--- src/rtl/regfile_pkg.sv ---
// Shared constants and types for the register-file write-port arbiter.
package regfile_pkg;

  localparam int DATA_W   = 32;
  localparam int ADDR_W   = 5;
  localparam int NUM_REGS = 32;
  localparam int ZERO_REG = 0;

  typedef enum logic {
    ST_CLEAR = 1'b0,
    ST_RUN   = 1'b1
  } arb_state_e;

  typedef enum logic {
    GNT_A = 1'b0,
    GNT_B = 1'b1
  } grant_e;

endpackage

--- src/rtl/regfile_wr_arbiter_rr_arb2.sv ---
// Two-requester arbiter: round-robin on contention, or fixed priority to A.
// Purely combinational; the previous winner is held by the parent.
module rr_arb2
  import regfile_pkg::*;
(
  input  logic [1:0] req,
  input  logic       fixed_prio,
  input  grant_e     last_grant,
  output logic [1:0] gnt
);

  // Pick one winner; bit 0 is A, bit 1 is B.
  always_comb begin
    // NOTE: assigning a default first means every path drives gnt, so no latch is inferred.
    gnt = 2'b00;
    if (req == 2'b11) begin
      gnt = (fixed_prio || (last_grant == GNT_B)) ? 2'b01 : 2'b10;
    end else begin
      gnt = req;
    end
  end

endmodule

--- src/rtl/regfile_wr_arbiter.sv ---
// Owns the register-file write port: sweeps every register to zero after
// reset or on a soft clear, then shares the port between the core
// writeback (A) and the debug/loader port (B).
module regfile_wr_arbiter
  import regfile_pkg::*;
#(
  parameter int DATA_W         = regfile_pkg::DATA_W,
  parameter int ADDR_W         = regfile_pkg::ADDR_W,
  parameter int NUM_REGS       = regfile_pkg::NUM_REGS,
  parameter bit CLEAR_ON_RESET = 1'b1,
  parameter bit RR_EN          = 1'b1
) (
  input  logic              clk,
  input  logic              rst_n,
  input  logic              clr_req,
  input  logic              a_valid,
  output logic              a_ready,
  input  logic [ADDR_W-1:0] a_addr,
  input  logic [DATA_W-1:0] a_data,
  input  logic              b_valid,
  output logic              b_ready,
  input  logic [ADDR_W-1:0] b_addr,
  input  logic [DATA_W-1:0] b_data,
  output logic              rf_we,
  output logic [ADDR_W-1:0] rf_waddr,
  output logic [DATA_W-1:0] rf_wdata,
  output logic              init_done,
  output logic              busy
);

  localparam int CNT_W = ADDR_W + 1;
  localparam logic [CNT_W-1:0] LAST_CNT = CNT_W'(NUM_REGS - 1);

  if (NUM_REGS > (1 << ADDR_W)) begin : g_bad_num_regs
    $error("regfile_wr_arbiter: NUM_REGS exceeds the address space");
  end

  arb_state_e        state;
  logic [CNT_W-1:0]  clr_cnt;
  grant_e            last_grant;
  logic              run_open;
  logic [1:0]        req;
  logic [1:0]        gnt;
  logic [ADDR_W-1:0] sel_addr;
  logic [DATA_W-1:0] sel_data;

  // The port only accepts once RUN is settled, and a clear request blocks it.
  assign run_open = rst_n && (state == ST_RUN) && init_done && !clr_req;
  assign req      = {b_valid, a_valid} & {2{run_open}};

  rr_arb2 u_arb (
    .req        (req),
    .fixed_prio (!RR_EN),
    .last_grant (last_grant),
    .gnt        (gnt)
  );

  assign a_ready  = gnt[0];
  assign b_ready  = gnt[1];
  assign sel_addr = gnt[1] ? b_addr : a_addr;
  assign sel_data = gnt[1] ? b_data : a_data;

  // Clear-sweep / run FSM with registered write-port outputs and status.
  always_ff @(posedge clk) begin
    // NOTE: sequential state uses non-blocking assignments so all registers update together at the edge.
    if (!rst_n) begin
      state      <= CLEAR_ON_RESET ? ST_CLEAR : ST_RUN;
      clr_cnt    <= '0;
      last_grant <= GNT_B;
      rf_we      <= 1'b0;
      rf_waddr   <= '0;
      rf_wdata   <= '0;
      init_done  <= 1'b0;
      busy       <= 1'b0;
    end else begin
      case (state)
        ST_CLEAR: begin
          rf_we     <= 1'b1;
          rf_waddr  <= clr_cnt[ADDR_W-1:0];
          rf_wdata  <= '0;
          busy      <= 1'b1;
          init_done <= 1'b0;
          if (clr_cnt == LAST_CNT) begin
            clr_cnt <= '0;
            state   <= ST_RUN;
          end else begin
            clr_cnt <= clr_cnt + 1'b1;
          end
        end
        ST_RUN: begin
          busy  <= 1'b0;
          rf_we <= 1'b0;
          if (clr_req) begin
            state     <= ST_CLEAR;
            busy      <= 1'b1;
            init_done <= 1'b0;
          end else begin
            init_done <= 1'b1;
            if (gnt != 2'b00) begin
              last_grant <= gnt[1] ? GNT_B : GNT_A;
              // x0 is hardwired zero: accept the request but issue no write.
              if (sel_addr != ADDR_W'(ZERO_REG)) begin
                rf_we    <= 1'b1;
                rf_waddr <= sel_addr;
                rf_wdata <= sel_data;
              end
            end
          end
        end
        default: state <= ST_CLEAR;
      endcase
    end
  end

endmodule

--- config.mk ---
export PLATFORM = sky130hd
export DESIGN_NAME = regfile_wr_arbiter
export DESIGN_NICKNAME = d
export VERILOG_FILES = /design/src/rtl/regfile_pkg.sv /design/src/rtl/regfile_wr_arbiter_rr_arb2.sv /design/src/rtl/regfile_wr_arbiter.sv
export SDC_FILE = /design/constraint.sdc
export NUM_CORES = 1
export LEC_CHECK = 0
export CORE_MARGIN = 3
export CORE_UTILIZATION = 55
export CTS_BUF_LIST = sky130_fd_sc_hd__clkbuf_8
export DETAILED_ROUTE_END_ITERATION = 8
export DONT_BUFFER_PORTS = 1
export MAX_ROUTING_LAYER = met4
export PLACE_DENSITY = 0.7
export RECOVER_POWER = 50
export SLEW_MARGIN = 20
export SYNTH_ARGS = -nofsm -noshare
export SYNTH_HDL_FRONTEND = slang
export SYNTH_SLANG_ARGS = --single-unit
export TNS_END_PERCENT = 100
--- constraint.sdc ---
create_clock -name clk -period 2.6 [get_ports clk]
set_input_delay 0.52 -clock clk [delete_from_list [all_inputs] [get_ports clk]]
set_output_delay 0.52 -clock clk [all_outputs]
set_load 0.01 [all_outputs]
[Word-level counts from Yosys, hierarchy flattened]
Index checks and enable logic that the tools add are counted.
Word-level totals
  register bits: 48
  bits of input ports: 79
  output and inout bits: 42
Cells by class
  $add $sub $neg: 1
  eq/ne operators: 5
  muxes and demuxes: 24
  bitwise logic cells: 3
  reductions and logical operators: 8
Operator list (number)
  $mux W32: 4
  $pmux W32 S2: 1
  $mux W5: 4
  $pmux W5 S2: 1
  $pmux W1 S2: 4
  $mux W1: 7
  $add A6 B1 Y6 const B: 1
  $eq A6 B5 Y1 const B: 1
  $mux W6: 1
  $reduce_and A3 Y1: 2
  $reduce_bool A5 Y1: 1
  $mux W2: 2
  $ne A2 B1 Y1 const B: 2
  $logic_and A1 B1 Y1: 3
  $and A2 B2 Y2: 1
  $eq A2 B2 Y1 const B: 1
  $ne A2 B2 Y1 const B: 1
  $not A1 Y1: 2
  $reduce_bool A2 Y1: 1
  $logic_not A1 Y1: 1

[Depth between registers and ports, before layout]
Gate-level depths: netlist of the first run.
  depth in word-level cells: 12
  depth in mapped cells: 7
  mapped depth without buffers: 6

[Modules after synthesis]
Synthesis of the first run repeated with hierarchy kept, for this count alone.
Second synthesis, totals
  cells, all modules: 251
  area, all modules: 2429.8 sq um
By module, submodules not included
  regfile_wr_arbiter: times used 1, cells each 247, area an instance 2407.3 sq um
  rr_arb2: times used 1, cells each 4, area an instance 22.5 sq um

[Worst setup path before layout of the first run]
Ideal clock, no wire load.
  kind: input to output
  start: input clr_req
  end: output b_ready
  arrival: 1.329 ns
  required time: 2.080 ns
  setup slack: 0.751 ns
  cell stages on the path: 4
  buffers on the path: 1
  cells stage by stage: and4b_4 -> nand2_2 -> inv_1 -> buf_2
Between the ends
  cells in the longest elaborated chain, start to end: 5
RTL lines
  start: declaration: line regfile_wr_arbiter.sv:15  | input logic clr_req,
  $logic_not A1 Y1 *: line regfile_wr_arbiter.sv:48  | assign run_open = rst_n && (state == ST_RUN) && init_done && !clr_req;
  $logic_and A1 B1 Y1 *: line regfile_wr_arbiter.sv:48
  $and A2 B2 Y2 *: line regfile_wr_arbiter.sv:49  | assign req = {b_valid, a_valid} & {2{run_open}};
  $eq A2 B2 Y1: line regfile_wr_arbiter_rr_arb2.sv:16  | if (req == 2'b11) begin
  $mux W2 *: line regfile_wr_arbiter_rr_arb2.sv:16
  end: declaration: line regfile_wr_arbiter.sv:21  | output logic b_ready,
Mark *: on every way between the ends. The rest lies on a longest branch, timed or not.

[Final worst setup path of the first run]
  start: register init_done
  end: output b_ready
Between the ends
  cells in the longest elaborated chain, start to end: 5
RTL lines
  start: declaration: line regfile_wr_arbiter.sv:27  | output logic init_done,
  start signal: assignment: line regfile_wr_arbiter.sv:73  | init_done <= 1'b0;
  start signal: assignment: line regfile_wr_arbiter.sv:82  | init_done <= 1'b0;
  start signal: assignment: line regfile_wr_arbiter.sv:96  | init_done <= 1'b0;
  $logic_and A1 B1 Y1 * (2 in a row): line regfile_wr_arbiter.sv:48
  $and A2 B2 Y2 *: line regfile_wr_arbiter.sv:49
  $eq A2 B2 Y1: line regfile_wr_arbiter_rr_arb2.sv:16
  $mux W2 *: line regfile_wr_arbiter_rr_arb2.sv:16
Marked as above.

==> impl_metrics.csv, run 1 <==
group,metric,value,unit
drt,drc,0,
placed_design,routabilityCongestion,0.7919,
drt,vias,1793,
timing,worstMarginPinSlew,699.8,ps
setup_path,crit_type,"flip-flop to output port",
setup_path,start_kind,"flip-flop",
drt,wl_met3,502,µm
cts,cts-hold-fix-buffers,0,
layout,area_growth,4.509,%
grt,grt_pass1_vias,1548,
setup_path,endpoint,"b_ready",
synthesis,synth-seq-cells,48,
setup_path,crit_required,2080,ps
power,vdd_drop_max,0.0004229,V
setup_path,r2r_slack,610,ps
timing,slew_viol_final,0,
grt,grt_max_degree,36,
setup_path,crit_fanout,35,
cts,cts_inserted_buffers,5,
drt,via_per_inst,5.840,
timing,max_slew_margin,53.35,%
drt,top_layer,"met4",
power,power.total,1.236,mW
cts,clk_path_buf_depth,2,
placed_design,hpwlAfterDp,3.651,mm
floorplan,die_height,68.74,µm
drt,drt_iter0_drc,58,
grt,grt_pass1_wl,7.051,mm
power,p_leak,0.8106,nW
hold_path,hp-class,"input pin to flip-flop",
layout,drive_above_1_share,6.564,%
grt,antenna_found_initial,0,
grt,grt_overflow,0,
outcome,status,"completed",
cts,path_clk_slew,80,ps
layout,nFillCells,353,
setup_path,worstPathArrival,1720,ps
setup_path,end_kind,"output port",
placed_design,portBuffers,0,
cts,cts_resized,0,
synthesis,ys_seq_area_share,44.39,%
synthesis,syn_area,2165,µm²
grt,track_usage,20.28,%
power,pwr_density_cell,546.5,nW/µm²
floorplan,die_w,68.74,µm
synthesis,synth_cells,263,
synthesis,synth_warnings,0,
drt,postRouteAntennaNets,0,
drt,wl_met2,2.262,mm
layout,nNetsFinal,338,
layout,final_cell_mix,"nand2_1, dfxtp_1, nor2_1, a311oi_1, a21oi_1",
drt,met1_length,2.222,mm
cts,tritoncts,"built",
cts,cts_root_buf,"clkbuf_8",
drt,routed_wl,5.029,mm
setup_path,ff2ff_path_depth,6,
timing,rsz0062_at_grt,"no",
run,cap_violations,0,
setup_path,cp-startpoint,"init_done",
drt,firstDrtPassIters,4,
timing,max_freq,447.2,MHz
layout,diodes,0,
timing,min_period,2236,ps
timing,fin_hold_ws,297.1,ps
drt,routedWlPerCell,16.38,µm
cts,htreeDepth,2,
cts,cts.sinks,48,
floorplan,pin_count,121,
cts,post-cts-setup-buffers,0,
floorplan,rows,22,
synthesis,ys_types,35,
timing,final.setup_skew,4.602,ps
synthesis,syn_nets,343,
placed_design,pre_cts_ws,398.7,ps
timing,post-route-period-util,86.01,%
floorplan,core,3716,µm²
floorplan,dieArea,4725,µm²
cts,clock_latency,290,ps
timing,fin_ws,363.6,ps
setup_path,rr_endpoint,"rf_wdata[9]",
timing,hold_viol,0,
timing,setup_viol,0,
floorplan,initial_core_util,58.25,%
timing,setup_tns,0,ps
layout,layout_commonest_cell,"nand2_1",
setup_path,r2r-start,"init_done",
synthesis,syn_area_per_cell,8.230,µm²
-- worst max-delay path, stage by stage (launching register included) --
cell and delay [ps]:
dfxtp_1 400, and4b_4 290, nand2_2 90, buf_4 270
inv_1 110, buf_4 250
-- sequential cells by signal (all words and copies together) (netlist names) --
register,flops
clr_cnt,6
rf_wdata,32
busy,1
state,1
last_grant,1
init_done,1
rf_waddr,5
rf_we,1
-- metrics by stage --
stage | util [%] | area, µm² | instances
finish | 60.88 | 2262 | 307
global route | 60.88 | 2262 | 307
CTS | 60.98 | 2266 | 307
detailed placement | 58.55 | 2176 | 299
global placement | 58.55 | 2176 | 299
floorplan | - | 2165 | 263
-- cell families after synthesis --
| family | after synthesis | share of synthesized area, % |
|---|---|---|
| AOI/OAI and AO/OA | 53 | 20.00 |
| xor gates and xnor gates | 5 | 2.023 |
| adders and majority gates | 1 | 0.5779 |
| buffers and inverters | 22 | 5.780 |
| DFF | 48 | 44.39 |
| muxes | 5 | 2.312 |
| and+or+nand+nor | 129 | 24.91 |
-- cells in the mapped netlist, drive strengths merged --
library cell | instances | share of area, %
nand2 | 71 | 12
dfxtp | 48 | 44
nor2 | 40 | 6.9
a311oi | 32 | 13
buf | 12 | 4.0
a21oi | 9 | 2.1
clkbuf | 7 | 1.2
mux2i | 5 | 2.3
nand3 | 4 | 0.92
nand2b | 3 | 0.87
o21ai | 3 | 0.69
xor2 | 3 | 1.2
and3 | 2 | 0.64
inv | 2 | 0.35
nand3b | 2 | 0.69
nor2b | 2 | 0.58
o211ai | 2 | 0.69
o21a | 2 | 0.69
xnor2 | 2 | 0.81
a21boi | 1 | 0.52
a21o | 1 | 0.35
a32o | 1 | 0.46
and2 | 1 | 0.29
and4b | 1 | 0.64
clkinv | 1 | 0.17
ha | 1 | 0.58
nor3 | 1 | 0.23
nor3b | 1 | 0.35
o22ai | 1 | 0.29
o2bb2ai | 1 | 1.3
or4 | 1 | 0.35
-- final cells by class --
class                      count  area (µm²)  area share [%]
timing repair buffer           7       61.31           2.710
inverter                       3       11.26          0.4978
sequential                    48       960.9           42.48
multi-input combinational    193        1079           47.68
clock inverter                 2       7.507          0.3319
tap                           48       60.06           2.655
clock buffer                   6       82.58           3.650
-- how the worst min path moves through the flow --
stage                     startpoint    endpoint  slack [ps]  depth (start not counted)
after global routing         clr_req   init_done         300                          1
final                        clr_req   init_done         300                          1
after floorplan           clr_cnt[1]  clr_cnt[1]         480                          2
after global placement    clr_cnt[1]  clr_cnt[1]         500                          2
after CTS                    clr_req   init_done         290                          1
after detailed placement  clr_cnt[1]  clr_cnt[1]         510                          2
-- metal layers --
layer	vias to the layer above	track usage, %
met4	0	6.569
li1	906	-
met5	-	-
met2	70	31.35
met1	813	24.83
met3	4	6.969
-- report_power, final --
group	internal (mW)	switching [mW]
logic	0.0186	0.0191
clock network	0.209	0.238
registers	0.743	0.00885
(Power assumes the default switching activity.)
==> inputs of run 2 (changes only) <==
--- a/config.mk
+++ b/config.mk
@@ -5,6 +5,7 @@
 export SDC_FILE = /design/constraint.sdc
 export NUM_CORES = 1
 export LEC_CHECK = 0
+export ABC_CLOCK_PERIOD_IN_PS = 2600
 export CORE_MARGIN = 3
 export CORE_UTILIZATION = 55
 export CTS_BUF_LIST = sky130_fd_sc_hd__clkbuf_8
==> results of run 2 <==
The final DEF is identical to that of run 1; final timing and power are the same.
==> inputs of run 3 (changes only) <==
--- a/config.mk
+++ b/config.mk
@@ -5,7 +5,7 @@
 export SDC_FILE = /design/constraint.sdc
 export NUM_CORES = 1
 export LEC_CHECK = 0
-export ABC_CLOCK_PERIOD_IN_PS = 2600
+export ABC_CLOCK_PERIOD_IN_PS = 2700
 export CORE_MARGIN = 3
 export CORE_UTILIZATION = 55
 export CTS_BUF_LIST = sky130_fd_sc_hd__clkbuf_8
==> constraint.sdc (replaced) <==
create_clock -name clk -period 2.7 [get_ports clk]
set_input_delay 0.54 -clock clk [delete_from_list [all_inputs] [get_ports clk]]
set_output_delay 0.54 -clock clk [all_outputs]
set_load 0.01 [all_outputs]
==> impl_metrics.csv, run 3 (synthesized netlist as in run 1, its figures left out) <==
group,metric,value,unit
placed_design,place_area,2176,µm²
power,power.switching,256.1,µW
timing,fin_ws,610.0,ps
setup_path,end_kind,"flip-flop",
layout,fin_area,2298,µm²
power,p_comb_share,2.8,%
grt,grt_overflow,0,
power,p_seq_share,55.0,%
timing,post-route-period-util,77.41,%
placed_design,routabilityCongestion,0.7646,
power,p_leak,0.8199,nW
cts,path_clk_slew,80,ps
power,internal-power,1.060,mW
drt,wl_met3,545,µm
power,swShare,19.46,%
layout,final_cell_mix,"nand2_1, dfxtp_1, nor2_1, a311oi_1, a21oi_1",
setup_path,worstPathArrival,2290,ps
layout,diodes,0,
cts,clock_latency,300,ps
floorplan,die_height,68.74,µm
drt,vias,1835,
drt,via_per_inst,5.977,
outcome,status,"completed",
setup_path,cp-startpoint,"init_done",
cts,post-cts-setup-buffers,0,
floorplan,pin_count,121,
floorplan,core,3716,µm²
timing,worstMarginPinSlew,699.3,ps
timing,final.setup_skew,3.851,ps
setup_path,crit_required,2900,ps
setup_path,crit_fanout,41,
hold_path,hp-start,"clr_req",
drt,top_layer,"met4",
setup_path,start_kind,"flip-flop",
drt,wl_met2,2.458,mm
cts,cts-hold-fix-buffers,0,
layout,largest_reg_flops,32,
cts,clk_path_buf_depth,2,
timing,setup_tns,0,ps
timing,min_period,2090,ps
floorplan,rows,22,
layout,area_growth,6.185,%
setup_path,crit_type,"flip-flop to flip-flop",
timing,rsz0062_at_grt,"no",
timing,max_slew_margin,53.38,%
timing,slew_viol_final,0,
power,power.total,1.316,mW
power,clkPwrFrac,42.2,%
layout,nNetsFinal,338,
cts,cts.sinks,48,
grt,grt_pass1_wl,7.362,mm
grt,antenna_found_initial,0,
cts,tritoncts,"built",
cts,cts_inserted_buffers,5,
cts,cts_root_buf,"clkbuf_8",
placed_design,hpwlAfterDp,3.755,mm
power,pwr_density_cell,572.5,nW/µm²
drt,drt_iter0_drc,55,
drt,postRouteAntennaNets,0,
layout,fin_util,61.85,%
timing,hold_viol,0,
layout,top_register,"rf_wdata",
grt,grt_pass1_vias,1545,
timing,max_freq,478.5,MHz
drt,met1_length,2.038,mm
layout,drive_above_1_share,7.336,%
power,vdd_drop_max,0.0003286,V
hold_path,hp-class,"input pin to flip-flop",
placed_design,portBuffers,0,
layout,layout_commonest_cell,"nand2_1",
floorplan,initial_core_util,58.25,%
floorplan,dieArea,4725,µm²
cts,cts_resized,0,
run,cap_violations,0,
grt,track_usage,21.25,%
drt,routed_wl,5.119,mm
drt,firstDrtPassIters,4,
drt,routedWlPerCell,16.67,µm
floorplan,die_w,68.74,µm
placed_design,pre_cts_ws,385.1,ps
timing,setup_viol,0,
layout,top_regs,"rf_wdata: 32 flops, clr_cnt: 6 flops, rf_waddr: 5 flops",
cts,htreeDepth,2,
grt,grt_max_degree,42,
setup_path,r2r-start,"init_done",
drt,drc,0,
run 3: final timing paths:
check | to | slack [ps] | cells after the start
hold / removal | init_done | 320 | 1
setup / recovery | rf_wdata[30] | 610 | 6
hold reg to reg | clr_cnt[1] | 520 | 2
setup reg to reg | rf_wdata[30] | 610 | 6
run 3: layer usage:
metal,GRT usage [%],vias up
met2,33.13,82
met3,7.618,7
met1,25.92,841
li1,-,905
met4,6.083,0
met5,-,-
run 3: area by class of cell:
| cell class | count | area, µm² |
|---|---|---|
| Fill cell | 344 | 1418 |
| Multi-Input combinational cell | 193 | 1079 |
| Sequential cell | 48 | 960.9 |
| Clock buffer | 7 | 96.34 |
| Timing Repair Buffer | 7 | 61.31 |
| Tap cell | 48 | 60.06 |
| Clock inverter | 1 | 30.03 |
| Inverter | 3 | 11.26 |
run 3: through the flow:
stage / hold slack, ps / std cells
2_1_floorplan: 482.4 / 263
3_3_place_gp: 501.6 / 299
6_report: 318.3 / 307
5_1_grt: 302.8 / 307
4_1_cts: 309.7 / 307
3_5_place_dp: 509.9 / 299
run 3: power groups by stage:
stage	registers (mW)	clock network, mW	logic [mW]
final	0.724	0.556	0.0366
after global routing	0.725	0.605	0.0425
after CTS	0.724	0.567	0.0371
after detailed placement	0.740	0	0.0368
after global placement	0.741	0	0.0359
after floorplan	0.738	0	0.0330
run 3: critical path, cell delays in order (launching register included):
cell and delay (ps):
dfxtp_1 400, and4b_4 290, nand2_2 100, o2bb2ai_4 600, buf_12 280, nor2_1 60, a311oi_1 250
==> RTL edit: new RTL, settings of run 2 <==
`DATA_W`: 32 -> 48.
--- a/src/rtl/regfile_pkg.sv
+++ b/src/rtl/regfile_pkg.sv
@@ -2,5 +2,5 @@
 package regfile_pkg;
 
-  localparam int DATA_W   = 32;
+  localparam int DATA_W   = 48;
   localparam int ADDR_W   = 5;
   localparam int NUM_REGS = 32;
Interface: changed (resized a_data, b_data and rf_wdata); port bits go from 121 to 169. No check against the original RTL was run, so the function may have changed too.
==> RTL edit against run 2 <==
Routed wire length up 42%; sequential cell count up 16; area after synthesis grew 32%; count of clock-buffer cells in the layout up 3; total power is 57% higher; cell area up 37%; cell count rose by 9.1%; worst setup slack improved by 0.069 ns; critical path type is now flip-flop to flip-flop; critical endpoint is now rf_wdata[30]$_SDFFE_PN0P_; largest cell class unchanged; largest power group unchanged.
==> RTL edit: results (changes against run 2) <==
run_status:
  status: "complete, no violations"
sta:
  clock_skew_ns: 0.0117  # +0.00711 ns
  hold_viol_final: 0  # unchanged
  worst_pin_slew_ns: 1.02  # +0.321 ns
place:
  place_hpwl_um: 5160  # +41%
  port_buffers: 0  # unchanged
  gp_congestion: 0.824  # +4.1%
global_route:
  antenna_found_initial: 0  # unchanged
  grt_use_total_pct: 24.2  # +3.9 points
  use_met1_pct: 27.7  # +2.9 points
  use_met3_pct: 8.14  # +1.2 points
  grt_pass1_vias: 2241  # +45%
  grt_pass1_wl_um: 11400  # +61%
  grt_max_degree: 37  # +2.8%
  grt.met2_usage_pct: 39.2  # +7.9 points
setup_path:
  slowest_delay_ns: 0.72  # +0.32 ns
  crit_family: "buffers and inverters"
  reg2reg_from: "state$_SDFF_PN0_"
  crit_fanout: 36  # +2.9%
  startpoint: "state$_SDFF_PN0_"
  worst-r2r-cell-count: 5  # -1
  rrSetupSlack_ns: 0.43  # -0.18 ns
  crit_slowest_cell: "and2_2"
  worstPathArrival_ns: 2.43  # +0.71 ns
  cp-endpoint: "rf_wdata[30]$_SDFFE_PN0P_"
detailed_routing:
  wl_per_cell_um: 21.3  # +30%
  wl_met3_um: 664  # +32%
  routed_via_density: 6.44  # +10%
  routed.top_layer: "met4"
  drt_first_iter_violations: 115  # +98%
  firstDrtPassIters: 4  # unchanged
  wl_met2_um: 3410  # +51%
  wl_met1_um: 2980  # +34%
final_layout:
  largest_reg_flops: 48  # +50%
  drive_above_1_share_pct: 11.9  # +5.4 points
  top_regs: "rf_wdata (48), clr_cnt (6), rf_waddr (5)"
  final_nets: 375  # +11%
clocking:
  insertion_delay_ns: 0.33  # +0.04 ns
  cts_root_buffer: "clkbuf_8"
  clockBufferDepth: 2  # unchanged
  numCtsBuffers: 9  # +4
  post_cts_buffers: 0  # unchanged
  cts.htree.levels: 3  # +1
  path_clk_slew_ns: 0.07
job:
  drv_cap: 0  # unchanged
synthesis:
  async_flop_share_pct: 0  # unchanged
  ys_top_cells_by_area: "dfxtp_1 45%, o221a_1 13%, mux2i_1 10%, o21a_1 9.2%, nand2_1 2.5%"
  synthTopCellsByCount: "64 x dfxtp_1, 35 x o21a_1, 34 x o221a_1"
  ys_seq_area_share_pct: 44.9  # +0.52 points
  synth_cell_types: 46  # +31%
  yosysWarnings: 0  # unchanged
min_path:
  min_from: "clr_req"
  hp-class: "primary input to flip-flop"
  min_to: "init_done$_SDFF_PN0_"
pwr:
  p_leak_uw: 0.00117  # +44%
  max-vdd-ir-drop_uv: 405  # -4.2%
-- RTL edit: changes by cell type in the layout (fill, tap and decap cells not counted), moves of 7 or more --
| cell | delta |
|---|---|
| a21oi_1 | -7 |
| a311oi_1 | -31 |
| dfxtp_1 | +16 |
| mux2i_1 | +24 |
| nand2_1 | -51 |
| nor2_1 | -35 |
| o21a_1 | +33 |
| o221a_1 | +34 |
-- RTL edit: worst register-to-register path: stages (launching register included) --
cell and delay (ns):
dfxtp_1 0.32, clkbuf_1 0.50, and2_2 0.72, buf_4 0.34, nand2_1 0.08, mux2i_1 0.13
-- RTL edit: logic make-up after synthesis --
logic type,share of synthesized area (%)
AO/OA/AOI/OAI,29.7
multiplexers,10.2
AND/OR/NAND/NOR,9.12
buffers and inverters,4.43
flip-flops,44.9
adder cells (fa/ha/maj),0.439
XOR/XNOR,1.23
-- RTL edit: power breakdown --
part | switching [uW] | total (uW) | internal (uW)
registers | 8.71 | 997 | 988
clock network | 375 | 908 | 533
logic | 13.8 | 32.6 | 18.8
-- RTL edit: area by class of cell --
class | instances | area (um^2)
fillers | 436 | 1780
multi-input cells | 175 | 1450
flip-flops and latches | 64 | 1280
clock buffers | 9 | 124
clock inverters | 7 | 87.6
well taps | 67 | 83.8
repair buffers | 8 | 52.6
inverters | 5 | 18.8
-- RTL edit: through the flow --
step | hold WS [ns] | setup slack (ns) | cell area (um^2) | instances
after floorplan | 0.477 | 0.639 | 2850 | 266
after global placement | 0.492 | 0.486 | 2900 | 319
after detailed placement | 0.499 | 0.465 | 2900 | 319
after CTS | 0.255 | 0.447 | 3110 | 335
after global routing | 0.257 | 0.203 | 3100 | 335
final | 0.265 | 0.432 | 3100 | 335
